==> src/rtl/chroni_text_fetch.sv <==
// chroni_text_fetch: per-scanline text/font fetch engine writing palette-indexed pixels into a line buffer half
module chroni_text_fetch #(
    parameter int COLS           = 80,
    parameter int FONT_ROWS_LOG2 = 3,
    parameter int VRAM_LAT       = 2,
    parameter int ADDR_W         = 17,
    parameter int LB_AW          = 11
) (
    input  logic                      sys_clk,
    input  logic                      reset_n,
    input  logic                      start,
    input  logic                      abort,
    input  logic                      buffer_sel,
    input  logic                      attr_mode,
    input  logic [ADDR_W-1:0]         text_base,
    input  logic [ADDR_W-1:0]         attr_base,
    input  logic [ADDR_W-1:0]         font_base,
    input  logic [FONT_ROWS_LOG2-1:0] font_row,
    input  logic [7:0]                fg_color,
    input  logic [7:0]                bg_color,
    output logic                      vram_rd_en,
    output logic [ADDR_W-1:0]         vram_addr,
    input  logic [7:0]                vram_rd_data,
    output logic                      lb_wr_en,
    output logic [LB_AW-1:0]          lb_wr_addr,
    output logic [7:0]                lb_wr_data,
    output logic                      busy,
    output logic                      done,
    output logic                      overrun
);
    typedef enum logic [2:0] {
        IDLE, CODE_REQ, CODE_WAIT, ATTR_REQ, ATTR_WAIT, FONT_REQ, FONT_WAIT, EMIT
    } state_t;

    state_t                    state;
    logic [7:0]                col, code, attr_byte, shift, fg_q, bg_q, wait_cnt;
    logic [2:0]                pix;
    logic                      buf_q, mode_q;
    logic [ADDR_W-1:0]         text_base_q, attr_base_q, font_base_q, font_addr;
    logic [FONT_ROWS_LOG2-1:0] row_q;
    logic [7:0]                fg_eff, bg_eff, code_src;
    logic                      lat_hit;
    logic [LB_AW-1:0]          lb_base;

    // the code byte is used straight off the bus when it is captured, otherwise from its register
    assign code_src  = state == CODE_WAIT ? vram_rd_data : code;
    assign font_addr = font_base_q + (ADDR_W'(code_src) << FONT_ROWS_LOG2) + ADDR_W'(row_q);
    assign fg_eff    = mode_q ? {fg_q[7:4], attr_byte[3:0]} : fg_q;
    assign bg_eff    = mode_q ? {bg_q[7:4], attr_byte[7:4]} : bg_q;
    assign lat_hit   = wait_cnt == 8'(VRAM_LAT - 1);
    assign lb_base   = (buf_q ? LB_AW'(COLS * 8) : '0) + LB_AW'({col, 3'b000});

    // scanline sequencer: fetch code/attr/font per column, then emit 8 pixels
    always_ff @(posedge sys_clk or negedge reset_n) begin
        if (!reset_n) begin
            state       <= IDLE;
            vram_rd_en  <= 1'b0;
            vram_addr   <= '0;
            lb_wr_en    <= 1'b0;
            lb_wr_addr  <= '0;
            lb_wr_data  <= '0;
            busy        <= 1'b0;
            done        <= 1'b0;
            overrun     <= 1'b0;
            col         <= '0;
            code        <= '0;
            attr_byte   <= '0;
            shift       <= '0;
            fg_q        <= '0;
            bg_q        <= '0;
            wait_cnt    <= '0;
            pix         <= '0;
            buf_q       <= 1'b0;
            mode_q      <= 1'b0;
            text_base_q <= '0;
            attr_base_q <= '0;
            font_base_q <= '0;
            row_q       <= '0;
        end else begin
            vram_rd_en <= 1'b0;
            lb_wr_en   <= 1'b0;
            done       <= 1'b0;
            overrun    <= 1'b0;
            if (abort) begin
                state <= IDLE;
                busy  <= 1'b0;
            end else begin
                if (start && state != IDLE) overrun <= 1'b1;
                case (state)
                    IDLE: if (start) begin
                        buf_q       <= buffer_sel;
                        mode_q      <= attr_mode;
                        text_base_q <= text_base;
                        attr_base_q <= attr_base;
                        font_base_q <= font_base;
                        row_q       <= font_row;
                        fg_q        <= fg_color;
                        bg_q        <= bg_color;
                        col         <= '0;
                        busy        <= 1'b1;
                        vram_rd_en  <= 1'b1;
                        vram_addr   <= text_base;
                        state       <= CODE_REQ;
                    end
                    CODE_REQ, ATTR_REQ, FONT_REQ: begin
                        wait_cnt <= '0;
                        state    <= state == CODE_REQ ? CODE_WAIT : state == ATTR_REQ ? ATTR_WAIT : FONT_WAIT;
                    end
                    CODE_WAIT: begin
                        wait_cnt <= wait_cnt + 8'd1;
                        if (lat_hit) begin
                            code       <= vram_rd_data;
                            vram_rd_en <= 1'b1;
                            vram_addr  <= mode_q ? attr_base_q + ADDR_W'(col) : font_addr;
                            state      <= mode_q ? ATTR_REQ : FONT_REQ;
                        end
                    end
                    ATTR_WAIT: begin
                        wait_cnt <= wait_cnt + 8'd1;
                        if (lat_hit) begin
                            attr_byte  <= vram_rd_data;
                            vram_rd_en <= 1'b1;
                            vram_addr  <= font_addr;
                            state      <= FONT_REQ;
                        end
                    end
                    FONT_WAIT: begin
                        wait_cnt <= wait_cnt + 8'd1;
                        if (lat_hit) begin
                            shift      <= {vram_rd_data[6:0], 1'b0};
                            lb_wr_en   <= 1'b1;
                            lb_wr_addr <= lb_base;
                            lb_wr_data <= vram_rd_data[7] ? fg_eff : bg_eff;
                            pix        <= '0;
                            state      <= EMIT;
                        end
                    end
                    EMIT: if (pix != 3'd7) begin
                        shift      <= {shift[6:0], 1'b0};
                        lb_wr_en   <= 1'b1;
                        lb_wr_addr <= lb_wr_addr + LB_AW'(1);
                        lb_wr_data <= shift[7] ? fg_eff : bg_eff;
                        pix        <= pix + 3'd1;
                    end else if (col == 8'(COLS - 1)) begin
                        done  <= 1'b1;
                        busy  <= 1'b0;
                        state <= IDLE;
                    end else begin
                        col        <= col + 8'd1;
                        vram_rd_en <= 1'b1;
                        vram_addr  <= text_base_q + ADDR_W'(col) + ADDR_W'(1);
                        state      <= CODE_REQ;
                    end
                    default: state <= IDLE;
                endcase
            end
        end
    end
endmodule

==> config.mk <==
export PLATFORM = sky130hd
export DESIGN_NAME = chroni_text_fetch
export DESIGN_NICKNAME = d
export VERILOG_FILES = /design/src/rtl/chroni_text_fetch.sv
export SDC_FILE = /design/constraint.sdc
export NUM_CORES = 1
export LEC_CHECK = 0
export CAP_MARGIN = 20
export CORE_UTILIZATION = 60
export DETAILED_ROUTE_END_ITERATION = 7
export HOLD_SLACK_MARGIN = 0.1
export PLACE_DENSITY_LB_ADDON = 0.08
export SYNTH_ARGS = -nofsm -noshare
export SYNTH_HDL_FRONTEND = slang
export SYNTH_SLANG_ARGS = --single-unit
==> constraint.sdc <==
create_clock -name sys_clk -period 6.9 [get_ports sys_clk]
set_clock_uncertainty 0.05 [all_clocks]
set_input_delay 0.69 -clock sys_clk [delete_from_list [all_inputs] [get_ports sys_clk]]
set_output_delay 0.69 -clock sys_clk [all_outputs]
set_load 0.03 [all_outputs]
==> impl_metrics.ini <==
[job]
cap_violations = 0

[outcome]
status = completed

[global_routing]
antenna_found_initial = 0
grt_pass1_wl_mm = 40.79
first_global_vias = 7999
grt_max_degree = 90
track_usage_pct = 32.35
grt_overflow_total = 0

[clock_tree]
numClockSinks = 158
hold_buffers = 0
path_clk_slew_ns = 0.07
cts_made_buffers = 17
postCtsResizedCells = 0
clk_path_buf_depth = 2
root_buffer = clkbuf_16
cts_setup_buffers = 0
cts_tree = built
h-tree-depth = 4
clk_latency_ns = 0.44

[pwr]
p_per_area_nw_per_um2 = 425.5
power.leakage_nw = 5.226
vdd_ir_drop_max_v = 0.0002504
total_power_w = 0.004848

[floorplan]
die_h_um = 127.4
io_pins = 125
die-area_um2 = 16240
initial_utilization_pct = 61.88
row_count = 45
coreArea_um2 = 15260
die_w_um = 127.4

[layout]
n_antenna_cell = 0
final_layout_size_suffix_gt1_share_pct = 7.828
fill_cells = 1142
synthToLayoutAreaGrowth_pct = 20.67
nets = 1300

[yosys]
ys_ff_latch = 158
synth.distinct_cells = 79
synth_cells = 1080
ys_seq_area_share_pct = 41.88
synth_edf_count = 0
synth-main-ff-cell = dfrtp_1
async_flop_share_pct = 100.0
syn_area_um2 = 9442
syn_area_per_cell_um2 = 8.742
synth_nets = 1205
yosysWarnings = 0

[timing]
rsz0062_at_grt = no
setup_viol = 0
slew-limit-headroom_pct = 35.54
hold_viol = 0
slew_viol_final = 0
setup_tns_ns = 0
worstMarginPinSlew_ns = 0.9670
fin_crit_ns = 3.505
period_share_pct = 50.80
fmax_mhz = 285.3

[critical_path]
required_ns = 7.15
cpLargestDelayFamily = compound AO/OA/AOI/OAI gates
crit_chain = nor3b_1 -> buf_4 -> mux2_2 -> ha_1 -> o211ai_1 -> o21ai_0 -> a31oi_1 -> o311ai_1 -> o41a_1 -> a31oi_1
worst-path-max-fanout = 28
cp-end-kind = register
slowest_stage = dfrtp_1
crit_path_max_incr_delay_ns = 0.71
cp_common_cell = a31oi_1
crit_type = reg -> reg
start_kind = register
cp_data_arrival_time_ns = 3.76
crit_buf_inv = 1

[detailed_routing]
drc = 0
wl_per_cell_um = 17.75
vias_per_cell = 6.017
vias = 8418
first_iter_violations = 842
ant_nets = 0
detailedRoute.firstPassIterationCount = 6
wl_mm = 24.83

[placement]
gp_congestion = 0.9299
port_buffers = 124
dp_hpwl_mm = 16.78

[worst_hold_path]
hp-class = in -> async
==> cell families (layout without fill, tap and decap cells) <==
| logic type | count (synthesis) | count (layout) | share of synthesized area [%] |
|---|---|---|---|
| xor gates and xnor gates | 34 | 34 | 3.154 |
| adders and majority gates | 41 | 41 | 5.672 |
| buffers and inverters | 71 | 179 | 3.644 |
| and+or+nand+nor | 520 | 520 | 25.09 |
| AOI/OAI and AO/OA | 214 | 214 | 14.96 |
| DFF | 158 | 158 | 41.88 |
| muxes | 42 | 42 | 5.606 |
==> cell type report <==
cell class	count	area [um^2]	share of cell area, %
Clock inverter	12	205.2	1.801
Timing Repair Buffer	131	1295	11.37
Inverter	16	67.56	0.5930
Sequential cell	158	3954	34.70
Tap cell	211	264.0	2.317
Multi-Input combinational cell	851	5151	45.21
Clock buffer	20	456.7	4.008
==> registers in the layout (all words and copies together) (netlist names) <==
| register | count |
|---|---|
| buf_q | 1 |
| overrun | 1 |
| pix | 3 |
| code | 8 |
| wait_cnt | 8 |
| lb_wr_en | 1 |
| bg_q | 8 |
| mode_q | 1 |
| shift | 7 |
| text_base_q | 17 |
| attr_byte | 8 |
| lb_wr_data | 8 |
| vram_addr | 17 |
| fg_q | 8 |
| row_q | 3 |
| font_base_q | 17 |
| vram_rd_en | 1 |
| done | 1 |
| col | 8 |
| lb_wr_addr | 11 |
| state | 3 |
| attr_base_q | 17 |
| busy | 1 |
==> layer usage <==
layer	part of all wire (%)	GRT usage, %	up-vias
met1	45	45.73	4008
li1	-	-	3986
met3	6.8	4.941	50
met2	46	51.59	374
met4	2.0	9.944	0
met5	0	0	-
==> worst paths after layout <==
| path | from | end | slack (ns) | cells after the start |
|---|---|---|---|---|
| max in group asynchronous | reset_n | vram_addr[6]$_DFFE_PN0P_ | 5.15 | 2 |
| setup reg to reg | state[0]$_DFFE_PN0P_ | vram_addr[11]$_DFFE_PN0P_ | 3.39 | 10 |
| hold reg to reg | fg_q[2]$_DFFE_PN0P_ | fg_q[2]$_DFFE_PN0P_ | 0.43 | 2 |
| min in group sys_clk | fg_q[2]$_DFFE_PN0P_ | fg_q[2]$_DFFE_PN0P_ | 0.43 | 2 |
| setup / recovery | state[0]$_DFFE_PN0P_ | vram_addr[11]$_DFFE_PN0P_ | 3.39 | 10 |
| hold / removal | reset_n | bg_q[4]$_DFFE_PN0P_ | 0.25 | 1 |
==> cells in the mapped netlist, types with 3 or more instances <==
cell        n  share of area [%]
inv_1      13               0.52
a22oi_1     7               0.56
dfrtp_1   158                 42
a21o_1     11               0.87
nor3b_1     9               0.72
a21oi_1    47                2.5
a41oi_1     4               0.37
nand2_1   288                 11
nor2_1     77                3.1
buf_2      23                1.2
a31oi_1    22                1.5
buf_4       5               0.40
mux2i_1    11                1.2
a211oi_1   10               0.80
nor2b_1     6               0.40
nor3_1     16               0.85
o21ai_0    52                2.8
mux2_2     24                2.9
mux4_2      4               0.95
clkbuf_1   24               0.95
a22o_1      5               0.46
nand2b_1    8               0.53
o41ai_1     3               0.28
a211o_1     3               0.28
o211ai_1    5               0.40
nor4b_1     3               0.28
xnor2_1    10               0.93
nor4_1      4               0.26
nand3b_1    5               0.40
and2_1      9               0.60
o31a_1      3               0.28
nand4_1     9               0.60
o31ai_1     5               0.40
fa_1        3               0.64
and3_1     19                1.3
a221o_1     3               0.32
ha_1       38                5.0
xor2_1     24                2.2
nand3_1    35                1.9
or2_2       5               0.33
a221oi_1    4               0.37
or3_1      13               0.86
buf_6       3               0.36
o21a_1      4               0.32
o22ai_1     4               0.26
==> power breakdown <==
part / switching [W] / total [W] / leakage [nW] / internal [W]
Combinational: 0.00121 / 0.00209 / 2.91 / 0.000881
Sequential: 0.000384 / 0.00169 / 2.00 / 0.00130
Clock: 0.000399 / 0.00106 / 0.318 / 0.000665
==> layout by cell type (no fill, tap or decap), types with 6 or more instances in the layout <==
cell,count
nand2_1,288
and2_1,9
or3_1,13
mux2i_1,11
o21ai_0,52
nand3_1,35
nand2b_1,8
buf_4,7
mux2_2,24
nor2b_1,6
a211oi_1,10
a21oi_1,47
a21o_1,11
nand4_1,9
clkdlybuf4s50_1,123
dfrtp_1,158
clkbuf_16,17
and3_1,19
ha_1,38
xnor2_1,10
a31oi_1,22
nor3b_1,9
xor2_1,24
nor2_1,76
inv_1,13
nor3_1,16
a22oi_1,7
==> worst reg2reg max path, stage by stage, from the launching register on <==
cell and delay [ns]:
dfrtp_1 0.71, nor3b_1 0.32, buf_4 0.23, mux2_2 0.35, ha_1 0.35, o211ai_1 0.13
o21ai_0 0.42, a31oi_1 0.19, o311ai_1 0.29, o41a_1 0.25, a31oi_1 0.09
==> metrics by stage <==
| step | setup WS, ns | utilization, % | hold slack, ns | instances | cell area [um^2] |
|---|---|---|---|---|---|
| floorplan | 4.040 | - | 0.3444 | 1080 | 9442 |
| global placement | 3.465 | 70.33 | 0.4067 | 1367 | 10730 |
| detailed placement | 3.413 | 70.33 | 0.4146 | 1367 | 10730 |
| CTS | 3.473 | 74.67 | 0.3129 | 1399 | 11390 |
| global route | 3.107 | 74.67 | 0.3559 | 1399 | 11390 |
| finish | 3.395 | 74.67 | 0.2502 | 1399 | 11390 |
Power figures use the tool's default switching activity.
==> RTL change: new RTL, same flow settings <==
Add an input register stage for `text_base`, without a reset; this delays it by one clock. The other inputs are not delayed to match.
--- a/src/rtl/chroni_text_fetch.sv
+++ b/src/rtl/chroni_text_fetch.sv
@@ -33,2 +33,8 @@
     } state_t;
+
+    logic [ADDR_W-1:0] text_base_r;
+
+    always_ff @(posedge sys_clk) begin
+        text_base_r <= text_base;
+    end
 
@@ -92,3 +98,3 @@
                         mode_q      <= attr_mode;
-                        text_base_q <= text_base;
+                        text_base_q <= text_base_r;
                         attr_base_q <= attr_base;
@@ -101,3 +107,3 @@
                         vram_rd_en  <= 1'b1;
-                        vram_addr   <= text_base;
+                        vram_addr   <= text_base_r;
                         state       <= CODE_REQ;
Function: changed (a bounded check fails within 4 cycles, from zero or initial values and one cycle with reset_n low).
==> RTL change against the original RTL <==
  * Worst setup slack got worse by 0.44 ns
  * Worst hold slack got worse by 0.017 ns
  * Via count is 3.5% lower
  * Wire length decreased by 0.26%
  * Largest cell class unchanged
  * Cell area hardly changed
  * Sequential cell count rose by 17
  * Sequential share of layout area rose by 3.0 points
  * First-iteration DRC count shrank 28%
  * Synthesized area shrank 0.27%
  * Non-clock buffer count up 4
  * Die area decreased by 0.26%
Power is not compared: it rests on default switching activity, and its combinational part moved more than twofold at a synthesized area within 25%.
==> RTL change: results <==
[power_and_ir_drop]
power_switching_uw = 918.9
ir_drop_v = 0.0002713
power_density_nw_per_um2 = 259.7

[logic_synthesis]
synth_seq_area_share_pct = 45.60
ys_types = 77
syn_area_per_cell_sq_um = 9.020
ys_top_cells_by_area = dfrtp_1 42%, nand2_1 11%, ha_1 5.0%
async_flop_share_pct = 90.29
synth_nets = 1169
yosys-top-cells-count = 287 x nand2_1, 158 x dfrtp_1, 68 x nor2_1, 49 x a21oi_1, 48 x o21ai_0

[clock_network]
clk_latency_ns = 0.43
post_cts_resized = 0
path_clk_slew_ns = 0.07
htree_num_levels = 4
clock_path_buffers = 2

[drt]
routed_wl_microns = 24770
drt_iter0_markers = 603
dr_total_vias = 8122
vias_per_cell = 5.907

[placement]
place_inst = 1343
hpwlAfterDp_microns = 17750
place_area_sq_um = 10810
gp_congestion = 0.9512
place_ws_ns = 3.075

[global_route]
grt_pass1_vias = 7670
grt_pass1_wl_microns = 40190
grtUsageTotal_pct = 32.71
grt_max_degree = 83
antenna_found_initial = 0

[layout]
drive_gt1_share_pct = 7.990
fillers = 1165

[timing]
whs_ns = 0.2336
tightest_slew_ns = 0.9882
period_needed_ns = 3.943

[critical_path]
r2r_slack_ns = 2.96
ff2ff_path_depth = 10
reg2reg_to = vram_addr[14]
startpoint = state[1]
crit_path_end = vram_addr[14]
path_max_fanout = 24
critPathArrivalTime_ns = 4.25

[status]
status = complete, no violations
-- RTL change: routing by layer --
layer  wire length [microns]  vias to the layer above  global-route usage, %
li1                        -                     3863                      -
met1                   10610                     3895                  43.22
met2                   11680                      297                  52.07
met3                    1311                       67                  5.151
met4                    1165                        0                  17.58
met5                       0                        -                      0
-- RTL change: cell type report --
class | count | area (sq um) | share of cell area [%]
clock buffer | 23 | 457.9 | 4.018
clock inverter | 9 | 133.9 | 1.175
inverter | 21 | 78.83 | 0.6915
multi-input combinational | 801 | 4845 | 42.50
sequential | 175 | 4294 | 37.67
tap | 211 | 264.0 | 2.316
timing repair buffer | 135 | 1325 | 11.62
-- RTL change: kinds of logic after synthesis --
kind of cell | count (synthesis) | synth area share, %
AOI/OAI and AO/OA | 221 | 15.84
xor gates and xnor gates | 45 | 4.185
adders and majority gates | 41 | 5.687
buffers and inverters | 68 | 3.083
DFF | 175 | 45.60
muxes | 34 | 4.504
and+or+nand+nor | 460 | 21.10
-- RTL change: critical path, stage by stage (launching register included) --
cell	delay, ns
dfrtp_1	0.81
nor3b_2	0.80
mux2_2	0.43
ha_1	0.27
a21oi_1	0.17
o21ai_0	0.15
a211oi_1	0.38
nor2_1	0.16
a311oi_1	0.33
o21ai_0	0.15
a21oi_1	0.15
-- RTL change: worst min path at each step --
stage                         start              end  cells past startpoint
floorplan                   reset_n   attr_base_q[0]                      0
global placement    text_base_r[12]  text_base_q[12]                      2
detailed placement  text_base_r[14]  text_base_q[14]                      2
CTS                         reset_n           pix[2]                      1
global route                reset_n           pix[2]                      1
finish                      reset_n           pix[2]                      1
